--- src/rtl/hex_display_ctrl_if.sv ---
// Sample handshake between the ADC sample path (master) and the
// hex display sequencer (slave). The master offers in_data with in_valid
// and holds both until the sequencer raises in_ready.
interface hex_display_ctrl_if #(
  parameter int IN_W = 12
) ();

  logic [IN_W-1:0] in_data;
  logic            in_valid;
  logic            in_ready;

  modport master (
    output in_data,
    output in_valid,
    input  in_ready
  );

  modport slave (
    input  in_data,
    input  in_valid,
    output in_ready
  );

endinterface

--- src/rtl/hex_display_ctrl.sv ---
// hex_display_ctrl: accepts a binary ADC sample and converts it to four BCD
// digits with one shift-and-add-3 (double dabble) step per clock. It commits
// the digits to bcd_digits and then holds them for REFRESH_DIV cycles so the
// display does not flicker.
// Optional feature: define ZERO_BLANK_EN to produce a registered
// leading-zero blank mask on digit_blank. Without it, digit_blank is
// tied to 4'b0000. Forcing the blanked segments to 8'hFF happens
// downstream, at the per-digit decoders.
module hex_display_ctrl #(
  parameter int IN_W        = 12,
  parameter int REFRESH_DIV = 5_000_000
) (
  input  logic                     clk,
  input  logic                     reset_n,
  hex_display_ctrl_if.slave        in_if,
  output logic [15:0]              bcd_digits,
  output logic                     update_pulse,
  output logic                     busy,
  output logic [3:0]               digit_blank
);

  localparam int BIT_W  = (IN_W > 1) ? $clog2(IN_W) : 1;
  localparam int HOLD_W = (REFRESH_DIV > 0) ? $clog2(REFRESH_DIV + 1) : 1;

  localparam logic [BIT_W-1:0]  BIT_LAST  = BIT_W'(IN_W - 1);
  localparam logic [HOLD_W-1:0] HOLD_LAST =
    (REFRESH_DIV > 0) ? HOLD_W'(REFRESH_DIV - 1) : '0;

  typedef enum logic [1:0] {
    IDLE,
    CONVERT,
    COMMIT,
    HOLD
  } state_e;

  state_e            state_q, state_d;
  logic [IN_W-1:0]   shift_q, shift_d;
  logic [15:0]       scratch_q, scratch_d;
  logic [BIT_W-1:0]  bit_cnt_q, bit_cnt_d;
  logic [HOLD_W-1:0] hold_cnt_q, hold_cnt_d;
  logic [15:0]       bcd_q, bcd_d;
  logic              pulse_q, pulse_d;
  logic [15:0]       adjusted;

  // Add 3 to every scratch nibble that is 5 or more, so the following left shift carries correctly into the next decimal digit
  always_comb begin
    adjusted = scratch_q;
    for (int i = 0; i < 4; i++) begin
      if (scratch_q[i*4 +: 4] >= 4'd5) begin
        adjusted[i*4 +: 4] = scratch_q[i*4 +: 4] + 4'd3;
      end
    end
  end

  // State register and datapath registers; reset discards any partial conversion
  always_ff @(posedge clk or negedge reset_n) begin
    if (!reset_n) begin
      state_q    <= IDLE;
      shift_q    <= '0;
      scratch_q  <= '0;
      bit_cnt_q  <= '0;
      hold_cnt_q <= '0;
      bcd_q      <= '0;
      pulse_q    <= 1'b0;
    end else begin
      state_q    <= state_d;
      shift_q    <= shift_d;
      scratch_q  <= scratch_d;
      bit_cnt_q  <= bit_cnt_d;
      hold_cnt_q <= hold_cnt_d;
      bcd_q      <= bcd_d;
      pulse_q    <= pulse_d;
    end
  end

  // Next-state logic: accept in IDLE, iterate IN_W times, commit once, then hold for the refresh interval
  always_comb begin
    state_d    = state_q;
    shift_d    = shift_q;
    scratch_d  = scratch_q;
    bit_cnt_d  = bit_cnt_q;
    hold_cnt_d = hold_cnt_q;
    bcd_d      = bcd_q;
    pulse_d    = 1'b0;

    case (state_q)
      IDLE: begin
        if (in_if.in_valid) begin
          shift_d   = in_if.in_data;
          scratch_d = '0;
          bit_cnt_d = '0;
          state_d   = CONVERT;
        end
      end

      CONVERT: begin
        scratch_d = (adjusted << 1) | {15'd0, shift_q[IN_W-1]};
        shift_d   = shift_q << 1;
        if (bit_cnt_q == BIT_LAST) begin
          state_d = COMMIT;
        end else begin
          bit_cnt_d = bit_cnt_q + BIT_W'(1);
        end
      end

      COMMIT: begin
        bcd_d      = scratch_q;
        pulse_d    = 1'b1;
        hold_cnt_d = '0;
        state_d    = (REFRESH_DIV == 0) ? IDLE : HOLD;
      end

      HOLD: begin
        if (hold_cnt_q == HOLD_LAST) begin
          state_d = IDLE;
        end else begin
          hold_cnt_d = hold_cnt_q + HOLD_W'(1);
        end
      end

      default: begin
        state_d = IDLE;
      end
    endcase
  end

  assign in_if.in_ready = (state_q == IDLE);
  assign busy           = (state_q != IDLE);
  assign bcd_digits     = bcd_q;
  assign update_pulse   = pulse_q;

`ifdef ZERO_BLANK_EN
  logic [3:0] blank_q;
  logic       zero_thou;
  logic       zero_hund;
  logic       zero_tens;

  assign zero_thou = (scratch_q[15:12] == 4'd0);
  assign zero_hund = (scratch_q[11:8]  == 4'd0);
  assign zero_tens = (scratch_q[7:4]   == 4'd0);

  // Leading-zero mask is captured alongside bcd_digits in COMMIT; the units digit always stays lit
  always_ff @(posedge clk or negedge reset_n) begin
    if (!reset_n) begin
      blank_q <= 4'b1110;
    end else if (state_q == COMMIT) begin
      blank_q <= {zero_thou,
                  zero_thou && zero_hund,
                  zero_thou && zero_hund && zero_tens,
                  1'b0};
    end
  end

  assign digit_blank = blank_q;
`else
  assign digit_blank = 4'b0000;
`endif

endmodule

--- src/flat_wrapper.sv ---
// flat-port wrapper written by rule: the top's interface ports become plain ports
module hex_display_ctrl_flat 
#(
  parameter int IN_W        = 12,
  parameter int REFRESH_DIV = 5_000_000
)
  (clk, reset_n, bcd_digits, update_pulse, busy, digit_blank, in_if_in_data, in_if_in_valid, in_if_in_ready);
  hex_display_ctrl_if #(.IN_W(IN_W)) in_if_i ();
  input  logic clk;
  input  logic reset_n;
  output logic [15:0] bcd_digits;
  output logic update_pulse;
  output logic busy;
  output logic [3:0] digit_blank;
  input wire logic [$bits(in_if_i.in_data)-1:0] in_if_in_data;
  input wire logic [$bits(in_if_i.in_valid)-1:0] in_if_in_valid;
  output wire logic [$bits(in_if_i.in_ready)-1:0] in_if_in_ready;
  assign in_if_i.in_data = in_if_in_data;
  assign in_if_i.in_valid = in_if_in_valid;
  assign in_if_in_ready = in_if_i.in_ready;
  hex_display_ctrl #(.IN_W(IN_W), .REFRESH_DIV(REFRESH_DIV)) u_core (.clk(clk), .reset_n(reset_n), .in_if(in_if_i), .bcd_digits(bcd_digits), .update_pulse(update_pulse), .busy(busy), .digit_blank(digit_blank));
endmodule
--- config.mk ---
export PLATFORM = sky130hd
export DESIGN_NAME = hex_display_ctrl_flat
export DESIGN_NICKNAME = d
export VERILOG_FILES = /design/src/rtl/hex_display_ctrl_if.sv /design/src/rtl/hex_display_ctrl.sv /design/src/flat_wrapper.sv
export SDC_FILE = /design/constraint.sdc
export NUM_CORES = 1
export LEC_CHECK = 0
export CAP_MARGIN = 20
export CORE_MARGIN = 3
export CORE_UTILIZATION = 40
export CTS_BUF_LIST = sky130_fd_sc_hd__clkbuf_8
export DETAILED_ROUTE_END_ITERATION = 16
export GPL_ROUTABILITY_DRIVEN = 0
export HOLD_SLACK_MARGIN = 0.15
export SYNTH_ARGS = -nofsm -noshare
export SYNTH_HDL_FRONTEND = slang
export SYNTH_SLANG_ARGS = --single-unit
--- constraint.sdc ---
create_clock -name clk -period 5.9 [get_ports clk]
set_input_delay 1.18 -clock clk [delete_from_list [all_inputs] [get_ports clk]]
set_output_delay 1.18 -clock clk [all_outputs]
set_load 0.02 [all_outputs]
==> results.md, run 1 <==
Finish:
- The post-route netlist has just under 10% of its cells at a drive strength greater than 1.
- The layout overhead on the synthesized area is 17.8%.
- The number of diodes added for antenna fixing is 0.
- After filler insertion, the fill cell instance count of the layout stands at 830.
- The number of nets at the end of the flow is 426.

Logic synthesis:
- The total of warnings raised by yosys is 0.
- The leading area contributor after synthesis is sky130_fd_sc_hd__dfrtp_1.
- The cell with the most instances after synthesis is sky130_fd_sc_hd__dfrtp_1.
- The area share of the leading cell type in the synthesized netlist is 49.6%.
- Synthesis instantiated 47 different standard cells from the library.
- After synthesis the netlist holds a flip-flop and latch count of 74.
- The most instantiated flip-flop cell in the synthesis netlist is sky130_fd_sc_hd__dfrtp_1.
- The share of synthesized registers carrying an async set or reset is 100%.
- The synthesized netlist occupies a cell area of 3730 sq um.
- Ranked by instance count, the synthesized netlist is headed by 74 x sky130_fd_sc_hd__dfrtp_1, 45 x sky130_fd_sc_hd__nand2_1, 39 x sky130_fd_sc_hd__o21ai_0, 16 x sky130_fd_sc_hd__mux2_2, 16 x sky130_fd_sc_hd__mux2i_1.
- Synthesis handed over a netlist of 367 instances.
- Dividing the synthesized area by the synthesized cell count gives just over 10 sq um.
- After synthesis, the cell types taking the most area are sky130_fd_sc_hd__dfrtp_1 50%, sky130_fd_sc_hd__o21ai_0 5.2%, sky130_fd_sc_hd__mux2_2 4.8%, sky130_fd_sc_hd__ha_1 4.7%, sky130_fd_sc_hd__nand2_1 4.5%.
- The sequential area share after synthesis is 49.6%.
- The number of enable-type register cells in the synthesized netlist is 0.

Floorplanning:
- The placeable core region is between 8000 and 9000 sq um.
- The area of the die is 10500 sq um.
- The floorplan has 34 rows.
- The top-level port count is 38.
- Measured along the x axis, the die boundary spans just over 100 microns.
- The vertical extent of the die is 103 microns.
- The starting utilization of the core area is 42.0%.

Timing:
- Setup repair after global routing left no endpoint under its margin.
- The worst setup skew after layout is between 0.015 and 0.02 ns.
- For the pin with the worst max-slew slack, the measured transition is roughly 1 ns.
- The final worst setup slack is about 2.8 ns.
- The share of the cycle needed by the critical path after routing is 53.2%.
- The relative slew slack is roughly a third.
- The total count of hold-check failures in the final report was 0.
- The final count of pins violating max slew was 0.
- The count of endpoints failing setup in the final report is 0.
- The aggregate negative setup slack is 0 ns.
- The clock period minus worst slack is ~3.1 ns.
- Derived from the worst setup path, the maximum achievable clock frequency is 0.318 GHz.

Detailed routing:
- In this run the remaining antenna-violating nets after routing total 0.
- In the routed design, unresolved DRC markers number 0.
- The first detailed-routing pass ran for 4 iterations.
- The routed via count is 2788.
- Dividing the detail-routed via count by the number of cells gives 5.47.
- The final wirelength is 7300 microns.
- The routed wirelength normalized by instance count is 14.3 microns.
- The number of DRC markers after the initial detailed-route iteration is 96.

GRT:
- The met2 track utilization from global routing is a little under a quarter.
- The global-route wire length before repair is approximately 13000 microns.
- The total overflow left after global routing is 0.
- Global routing consumed, on the met3 layer, 4.80% of the routing resources.
- The met1 global-route usage is 21.0%.
- Across every metal layer, demand over resource in global routing totals roughly 15%.
- The initial antenna violation count is 0.
- Entering global routing, the biggest net connects 75 pins.
- The via count of the first global-routing pass was 2677.
- The most heavily used metal layer in global routing is met2.

Clocking:
- The cts-stage hold buffer count is 0.
- TritonCTS built the clock tree.
- After clock tree synthesis, the clock-pin slew on the worst setup and hold paths is 0.09 ns.
- The number of gates resized after CTS is 0.
- The H-tree was split into 3 levels.
- The tree is rooted in a sky130_fd_sc_hd__clkbuf_8.
- The CTS buffer count is 9.
- The setup fix buffers added after clock tree synthesis is 0.
- The latest clock arrival within the worst-skew pair is 0.35 ns.
- The total clock sinks is 74.
- The clock passes through at most 2 buffers.

Flow run:
- The tool flagged a number of max-cap violations equal to 0.

Worst setup path:
- The type of destination of the critical path is a primary output.
- Of all nets on the critical path, the largest fanout is 9.
- The type of the setup path with the least slack is reg -> out.
- The critical path goes through inv_1, ha_1, clkdlybuf4s50_1.
- The family of cells with the greatest summed delay on the critical path is buffers and inverters.
- Data arrives at the worst endpoint at between 1.5 and 2 ns.
- The largest incremental delay on the critical path is 0.68 ns.
- The startpoint type of the worst setup path is a register.
- The slowest stage of the critical path belongs to the cell sky130_fd_sc_hd__clkdlybuf4s50_1.
- Data on the critical path is required at its endpoint by 4.72 ns.
- The number of buffers and inverters on the critical path is 2.
- The register-to-register setup slack is 3.37 ns.

Pwr:
- Summed over all cells, the static leakage comes to 1.90 nW.
- The worst-case IR drop observed on VDD is around 0.13 mV.
- The power density over cell area is 229 nW/um^2.

Placed design:
- Before CTS, the worst setup slack after placement is 2.78 ns.
- After legalization and detailed placement, the total HPWL measured 4830 microns.
- In this run the tool buffered the top-level ports with 33 buffer cells.

Worst hold path:
- The class of the most critical hold timing path is reg -> reg.

Outcome:
- The flow ran to the end, and the final reports show no timing, DRC or antenna violations.
[final timing paths]
path                                       start               endpoint  cells past startpoint
max                            u_core.state_q[0]         in_if_in_ready                      3
max reg2reg                    u_core.state_q[1]   u_core.scratch_q[11]                      6
max in group asynchronous                reset_n   u_core.scratch_q[11]                      1
min                        u_core.hold_cnt_q[19]  u_core.hold_cnt_q[19]                      1
min reg2reg                u_core.hold_cnt_q[19]  u_core.hold_cnt_q[19]                      1
min in group asynchronous                reset_n   u_core.hold_cnt_q[1]                      1
[cell families after synthesis]
group / share of synthesized area, %
simple gates: 15.0
other cells: 0.101
fa+ha+maj: 4.70
xor+xnor: 3.05
flops: 49.6
compound gates: 14.1
mux: 9.53
buf+inv: 3.92
[per-stage QoR]
stage | utilization, % | power (mW) | hold WS [ns] | instance area (sq um) | std cells
floorplan | - | 0.523 | 0.440 | 3740 | 370
global placement | 46.5 | 0.542 | 0.461 | 4130 | 493
detailed placement | 46.5 | 0.542 | 0.472 | 4130 | 493
CTS | 49.2 | 1.02 | 0.484 | 4370 | 509
global route | 49.4 | 1.05 | 0.493 | 4390 | 510
finish | 49.4 | 1.00 | 0.476 | 4390 | 510
[worst register-to-register path: stages, from the launching register on]
cell and delay [ns]:
sky130_fd_sc_hd__dfrtp_1 0.42, sky130_fd_sc_hd__inv_1 0.10, sky130_fd_sc_hd__ha_1 0.81, sky130_fd_sc_hd__nand2_1 0.64, sky130_fd_sc_hd__nor3_1 0.28, sky130_fd_sc_hd__o21ai_0 0.11
sky130_fd_sc_hd__o21ai_0 0.08
[flip-flops by register name, summed over array words and instances (netlist names)]
name                 count
u_core.bcd_digits       16
u_core.bit_cnt_q         4
u_core.hold_cnt_q       23
u_core.scratch_q        16
u_core.shift_q          12
u_core.state_q           2
u_core.update_pulse      1
[power by group]
part,switching (mW),leakage [nW],internal (mW),total [mW]
clock network,0.193,0.121,0.281,0.474
registers,0,0.993,0.507,0.507
logic,0.0148,0.787,0.00939,0.0242
[cells in the final DEF (no fill, tap or decap), types with 2 or more instances in the layout]
master	n
sky130_fd_sc_hd__nand3_1	11
sky130_fd_sc_hd__inv_1	16
sky130_fd_sc_hd__mux2i_1	15
sky130_fd_sc_hd__clkbuf_8	9
sky130_fd_sc_hd__nor4b_1	3
sky130_fd_sc_hd__nand2_1	45
sky130_fd_sc_hd__clkdlybuf4s50_1	32
sky130_fd_sc_hd__bufinv_16	3
sky130_fd_sc_hd__o211ai_1	4
sky130_fd_sc_hd__clkinv_4	2
sky130_fd_sc_hd__and3_1	6
sky130_fd_sc_hd__nor2_1	15
sky130_fd_sc_hd__nor3_1	9
sky130_fd_sc_hd__nor4_1	3
sky130_fd_sc_hd__conb_1	4
sky130_fd_sc_hd__o41ai_1	4
sky130_fd_sc_hd__mux2_2	16
sky130_fd_sc_hd__o21ai_1	4
sky130_fd_sc_hd__nor2b_1	2
sky130_fd_sc_hd__nand2b_1	6
sky130_fd_sc_hd__o21ai_0	39
sky130_fd_sc_hd__a22oi_1	2
sky130_fd_sc_hd__nand4_1	7
sky130_fd_sc_hd__dfrtp_1	74
sky130_fd_sc_hd__xor2_1	5
sky130_fd_sc_hd__a31oi_1	3
sky130_fd_sc_hd__xnor2_1	8
sky130_fd_sc_hd__o31ai_1	8
sky130_fd_sc_hd__ha_1	14
sky130_fd_sc_hd__a21oi_1	11
[cell type report]
class	instances	area [sq um]	share of cell area [%]
Clock inverter	7	119	2.71
Timing Repair Buffer	34	348	7.92
Sequential cell	74	1850	42.2
Inverter	16	60.1	1.37
Multi-Input combinational cell	262	1760	40.0
Clock buffer	9	124	2.82
Tap cell	108	135	3.08
[metal layers]
metal | share of wire, % | wire [microns] | vias up
met5 | 0 | 0 | -
met1 | 47 | 3460 | 1375
met2 | 48 | 3530 | 53
met4 | 0.41 | 30 | 0
met3 | 3.7 | 268 | 2
li1 | - | - | 1358
No activity file was read; power rests on OpenSTA's default activity.
==> run 2, diff against run 1 <==
==> constraint.sdc (replaced) <==
create_clock -name clk -period 3 [get_ports clk]
set_input_delay 0.6 -clock clk [delete_from_list [all_inputs] [get_ports clk]]
set_output_delay 0.6 -clock clk [all_outputs]
set_load 0.02 [all_outputs]
==> run 2 against run 1 <==
Worst setup slack worse by 2.3 ns. Sequential share of layout area is 0.14 points higher. Cell count is 0.39% higher. Global-route usage is 0.14 points lower. Hold slack worse by 0.11 ns. Clock skew is 0.0028 ns lower. Total power is 90% higher. Critical endpoint unchanged. Largest power group unchanged.
==> results.md, run 2 (synthesized netlist as in run 1, its figures left out) <==
Outcome:
- Outcome: finished clean (unchanged).

Clocking:
- The CTS buffer count is 9 (unchanged).
- The total clock sinks is 74 (unchanged).
- The cts-stage hold buffer count is 0 (unchanged).
- The maximum buffer depth of the clock tree was 2 (unchanged).
- The latest clock arrival within the worst-skew pair is 0.36 ns (was 0.35 ns).
- The clock tree from TritonCTS is built (unchanged).
- The CTS H-tree depth is 3 (unchanged).
- The setup fix buffers added after clock tree synthesis was 0 (unchanged).
- The clock-pin slew of the registers on the worst-case setup and hold paths is 0.09 ns (about the same).
- The root buffer cell is sky130_fd_sc_hd__clkbuf_8 (unchanged).
- The number of gates resized after CTS is 0 (unchanged).

Timing:
- The count of endpoints failing setup in the final report is 0 (unchanged).
- Setup repair after global routing missed its margin: no (unchanged).
- In the finished design, the share of the clock period the worst path needs comes to between 80% and 90%.
- The final count of pins violating max slew is 0 (unchanged).
- The transition time at the pin with the least slew margin was 0.933 ns (was 0.998 ns).
- The total count of hold-check failures in the final report came to 0 (unchanged).
- The worst setup skew after layout is 0.0144 ns (was 0.0172 ns).
- The upper clock frequency limit is 0.392 GHz.
- The aggregate negative setup slack came to 0 ns (unchanged).
- The clock period minus worst slack is 2.55 ns.
- The relative slew slack is 37.8% (was 33.5%).

Detailed routing:
- The final wirelength was 7160 microns (was 7300 microns).
- The number of DRC markers after the initial detailed-route iteration is 80 (was 96).
- The number of design rule violations left after detail routing came to 0 (unchanged).
- The routed wirelength normalized by instance count is 14.0 microns (was 14.3 microns).
- The number of nets with antenna violations after detailed routing is 0 (unchanged).
- The routed via count divided by cell count is 5.46 (was 5.47).
- The routed via count is 2797 (was 2788).
- The number of iterations in the first detailed-routing pass is 4 (unchanged).

Floorplanning:
- The number of rows in the core area is 34 (unchanged).
- The area of the die is 10500 sq um (unchanged).
- The starting utilization of the core area was 42.0% (unchanged).
- The vertical extent of the die is 103 microns (unchanged).
- The placeable core region came to 8890 sq um (unchanged).
- The width of the die is 103 microns (unchanged).
- The top-level port count is 38 (unchanged).

Worst setup path:
- The largest incremental delay on the critical path was 0.68 ns (about the same).
- The worst endpoint required time came to 2.40 ns (was 4.72 ns).
- The launch point of the worst reg-to-reg path is u_core.hold_cnt_q[15] (was u_core.state_q[1]).
- The worst-case reg-to-reg path depth was 5 (was 6).
- The register-to-register setup slack came to 0.71 ns (was 3.37 ns).
- The startpoint type of the worst setup path is a register (unchanged).
- The type of the setup path with the least slack is reg -> out (unchanged).
- The endpoint of the worst register-to-register path is u_core.state_q[1] (was u_core.scratch_q[11]).
- The slowest library cell on the worst path is sky130_fd_sc_hd__clkdlybuf4s50_1 (unchanged).
- The type of destination of the critical path is a primary output (unchanged).
- The data arrival time of the critical path came to 1.95 ns (was 1.96 ns).
- Worst path cell trace: inv_1, ha_1, clkdlybuf4s50_1 (unchanged).
- The maximum fanout along the worst path was 9 (unchanged).

GRT:
- The initial antenna violation count is 0 (unchanged).
- The global-route wire length before repair is 12600 microns (was 12900 microns).
- The via count of the first global-routing pass came to 2678 (was 2677).
- The total grt overflow is 0 (unchanged).
- The largest net degree at the start of global routing is 75 (unchanged).
- The combined global-route utilization of all metal layers is 15.0% (was 15.2%).

Placed design:
- The count of input and output buffers is 33 (unchanged).
- The area after detailed placement is 4150 sq um (was 4130 sq um).
- The total half-perimeter wirelength after legalization and detailed placement is 4750 microns (was 4830 microns).

Finish:
- The number of diodes added for antenna fixing was 0 (unchanged).
- The flip-flop count of the largest register after layout is 23 (unchanged).
- The fraction of final layout cells sized beyond drive strength 1 came to 10.4% (was 9.70%).
- Most used cells in the layout excluding fill and tap cells: 74 x sky130_fd_sc_hd__dfrtp_1, 45 x sky130_fd_sc_hd__nand2_1, 39 x sky130_fd_sc_hd__o21ai_0 (unchanged).
- The layout overhead on the synthesized area came to 17.4% (was 17.8%).
- The most flop-heavy register is u_core.hold_cnt_q (unchanged).
- The most frequent standard cell in the layout excluding fill and tap cells is sky130_fd_sc_hd__dfrtp_1 (unchanged).
- The number of nets at the end of the flow came to 428 (was 426).
- The cell area after layout is 4380 sq um (was 4390 sq um).

Pwr:
- The worst supply voltage drop on vdd is 0.258 mV (was 0.133 mV).
- The reported leakage power is 1.89 nW (was 1.90 nW).
- The power density over cell area is 437 nW/um^2 (was 229 nW/um^2).

Worst hold path:
- The class of the most critical hold timing path is in -> async (was reg -> reg).

Flow run:
- The max-cap violation count is 0 (unchanged).
-- run 2: cell types whose count changed in the layout (fill, tap and decap cells not counted) --
cell	change
sky130_fd_sc_hd__buf_4	+3
sky130_fd_sc_hd__buf_12	-1
sky130_fd_sc_hd__bufinv_16	-1
sky130_fd_sc_hd__clkinvlp_4	+1
sky130_fd_sc_hd__inv_1	-1
sky130_fd_sc_hd__inv_6	+1
-- run 2: worst max path at each step --
| stage | startpoint | to |
|---|---|---|
| floorplan | u_core.hold_cnt_q[15] | u_core.state_q[1] |
| CTS | u_core.state_q[0] | in_if_in_ready |
| detailed placement | in_if_in_valid | u_core.scratch_q[7] |
| global placement | in_if_in_valid | u_core.scratch_q[7] |
| global route | u_core.state_q[0] | busy |
| finish | u_core.state_q[0] | in_if_in_ready |
-- run 2: area by class of cell --
class | instances | area [sq um]
clock buffers | 9 | 124
clock inverters | 7 | 101
fillers | 817 | 4510
inverters | 16 | 60.1
multi-input cells | 262 | 1760
flip-flops and latches | 74 | 1850
well taps | 108 | 135
repair buffers | 36 | 350
-- run 2: report_power, final --
part / switching [mW] / leakage [nW] / internal [mW]
Sequential: 0 / 0.993 / 0.996
Combinational: 0.0285 / 0.792 / 0.0184
Clock: 0.397 / 0.106 / 0.474
-- run 2: worst max-delay path: cells and delay by family, from the launching register on --
family	cells	cell delay, ns
fa+ha+maj	1	0.41
flops	1	0.40
buf+inv	2	0.79
-- run 2: metal layers --
metal	wire length [microns]	global-route usage, %
met1	3510	20.9
met4	101	4.24
met2	3260	23.2
met3	281	4.06
met5	0	0
-- run 2: metrics by stage --
step	std cells	setup slack [ns]	total power [mW]	utilization, %	hold slack, ns
finish	512	0.452	1.91	49.2	0.362
detailed placement	496	0.557	1.07	46.7	0.467
global placement	496	0.606	1.07	46.7	0.460
global route	512	0.347	1.99	49.2	0.466
CTS	512	0.443	1.93	49.2	0.437
floorplan	370	0.987	1.03	-	0.304
==> variant (config.mk and constraints of run 2) <==
Take the reset off `shift_q` and load it in a clocked block of its own.
--- a/src/rtl/hex_display_ctrl.sv
+++ b/src/rtl/hex_display_ctrl.sv
@@ -57,5 +57,4 @@
     if (!reset_n) begin
       state_q    <= IDLE;
-      shift_q    <= '0;
       scratch_q  <= '0;
       bit_cnt_q  <= '0;
@@ -65,5 +64,4 @@
     end else begin
       state_q    <= state_d;
-      shift_q    <= shift_d;
       scratch_q  <= scratch_d;
       bit_cnt_q  <= bit_cnt_d;
@@ -72,4 +70,8 @@
       pulse_q    <= pulse_d;
     end
+  end
+
+  always_ff @(posedge clk) begin
+    shift_q <= shift_d;
   end
 
Function: same outputs for any inputs over 10 cycles, from zero or initial values and one cycle with reset_n low; that may be too few to reach the edited logic, so the function may still have changed.
==> variant against run 2 <==
Via count down 4.5%. Setup slack gained 0.11 ns. Die area is 1.2% lower. Routed wire length up 2.6%. Power is essentially flat. Largest cell class unchanged. Final cell count down 3.5%. Sequential cell count did not move. Final area down 0.57%. Synthesized area down 1.3%.
==> variant: results (changes against run 2) <==
\begin{tabular}{lr}
\hline
Metric & Value \\
\hline
\multicolumn{2}{l}{\textbf{Critical path}} \\
\quad Worst reg2reg setup slack & 0.78 ns (was 0.71 ns) \\
\quad Critical path's largest stage delay & 0.61 ns (was 0.68 ns) \\
\quad Crit path DAT & 1.84 ns (was 1.95 ns) \\
\quad Largest driver fanout on the critical path & 8 (was 9) \\
\multicolumn{2}{l}{\textbf{Logic synthesis}} \\
\quad Most frequent cells after synthesis & 62 x sky130\_fd\_sc\_hd\_\_dfrtp\_1, 31 x sky130\_fd\_sc\_hd\_\_o21ai\_0, 28 x sky130\_fd\_sc\_hd\_\_mux2\_2, 22 x sky130\_fd\_sc\_hd\_\_nand2\_1 (was 74 x sky130\_fd\_sc\_hd\_\_dfrtp\_1, 45 x sky130\_fd\_sc\_hd\_\_nand2\_1, 39 x sky130\_fd\_sc\_hd\_\_o21ai\_0, 16 x sky130\_fd\_sc\_hd\_\_mux2\_2, 16 x sky130\_fd\_sc\_hd\_\_mux2i\_1) \\
\quad Compound-gate portion of the synthesized area & 9.990\% (was 14.09\%) \\
\quad Seq/Total Area, Yosys & 51.92\% (was 49.65\%) \\
\quad Number of distinct library cell variants in the gate-level netlist after synthesis & 45 (was 47) \\
\quad Area share of xor/xnor cells in the synthesized design & 2.854\% (was 3.053\%) \\
\quad Synth top area cells & sky130\_fd\_sc\_hd\_\_dfrtp\_1 42\%, sky130\_fd\_sc\_hd\_\_edfxtp\_1 9.8\%, sky130\_fd\_sc\_hd\_\_mux2\_2 8.6\% (was sky130\_fd\_sc\_hd\_\_dfrtp\_1 50\%, sky130\_fd\_sc\_hd\_\_o21ai\_0 5.2\%, sky130\_fd\_sc\_hd\_\_mux2\_2 4.8\%) \\
\quad Adder and majority gate portion of the synthesized area & 4.757\% (was 4.696\%) \\
\quad Post-synthesis area per instance & 10.77 sq um (was 10.16 sq um) \\
\multicolumn{2}{l}{\textbf{Route}} \\
\quad WL met1 & 3465 um (was 3513 um) \\
\quad Number of vias in the routed layout & 2672 (was 2797) \\
\multicolumn{2}{l}{\textbf{Cells and area}} \\
\quad Fraction of final layout cells with drive strength greater than 1 & 13.47\% (was 10.40\%) \\
\quad Layout fillers & 839 (was 817) \\
\quad \# nets final & 410 (was 428) \\
\multicolumn{2}{l}{\textbf{Pwr}} \\
\quad Switching power & 0.4056 mW (was 0.4253 mW) \\
\quad Peak VDD IR & 0.2129 mV (was 0.2576 mV) \\
\multicolumn{2}{l}{\textbf{Place}} \\
\quad Placed insts & 478 (was 496) \\
\multicolumn{2}{l}{\textbf{Global route}} \\
\quad Global routing usage on met2 & 24.95\% (was 23.19\%) \\
\quad Global-route track usage on met1 & 19.93\% (was 20.91\%) \\
\quad Met3 Track Usage GR & 5.461\% (was 4.060\%) \\
\quad Total routing usage reported by global routing & 15.47\% (was 15.02\%) \\
\multicolumn{2}{l}{\textbf{Timing}} \\
\quad Slew at the pin closest to its max-slew limit & 0.6442 ns (was 0.9327 ns) \\
\multicolumn{2}{l}{\textbf{Outcome}} \\
\quad Result of the run & completed (unchanged) \\
\hline
\end{tabular}
variant: cell count changes after synthesis, moves of 12 or more:
cell | before | now
sky130_fd_sc_hd__edfxtp_1 | 0 | 12
sky130_fd_sc_hd__dfrtp_1 | 74 | 62
sky130_fd_sc_hd__nand2_1 | 45 | 22
sky130_fd_sc_hd__mux2_2 | 16 | 28
variant: worst max-delay path by stage:
stage	to	slack [ns]	depth (start not counted)
6_report	busy	0.56	4
5_1_grt	busy	0.43	4
4_1_cts	busy	0.52	4
3_5_place_dp	u_core.scratch_q[5]$_DFFE_PN0P_	0.52	4
3_3_place_gp	u_core.shift_q[0]$_SDFFCE_PP0P_	0.61	3
2_1_floorplan	u_core.shift_q[0]$_SDFFCE_PP0P_	0.76	4
variant: final cells by class:
type	count	area, sq um	area share, %
Sequential cell	74	1912	43.92
Multi-Input combinational cell	239	1647	37.83
Timing Repair Buffer	37	367.9	8.451
Tap cell	108	135.1	3.104
Clock buffer	9	123.9	2.846
Clock inverter	7	92.59	2.127
Inverter	20	75.07	1.725
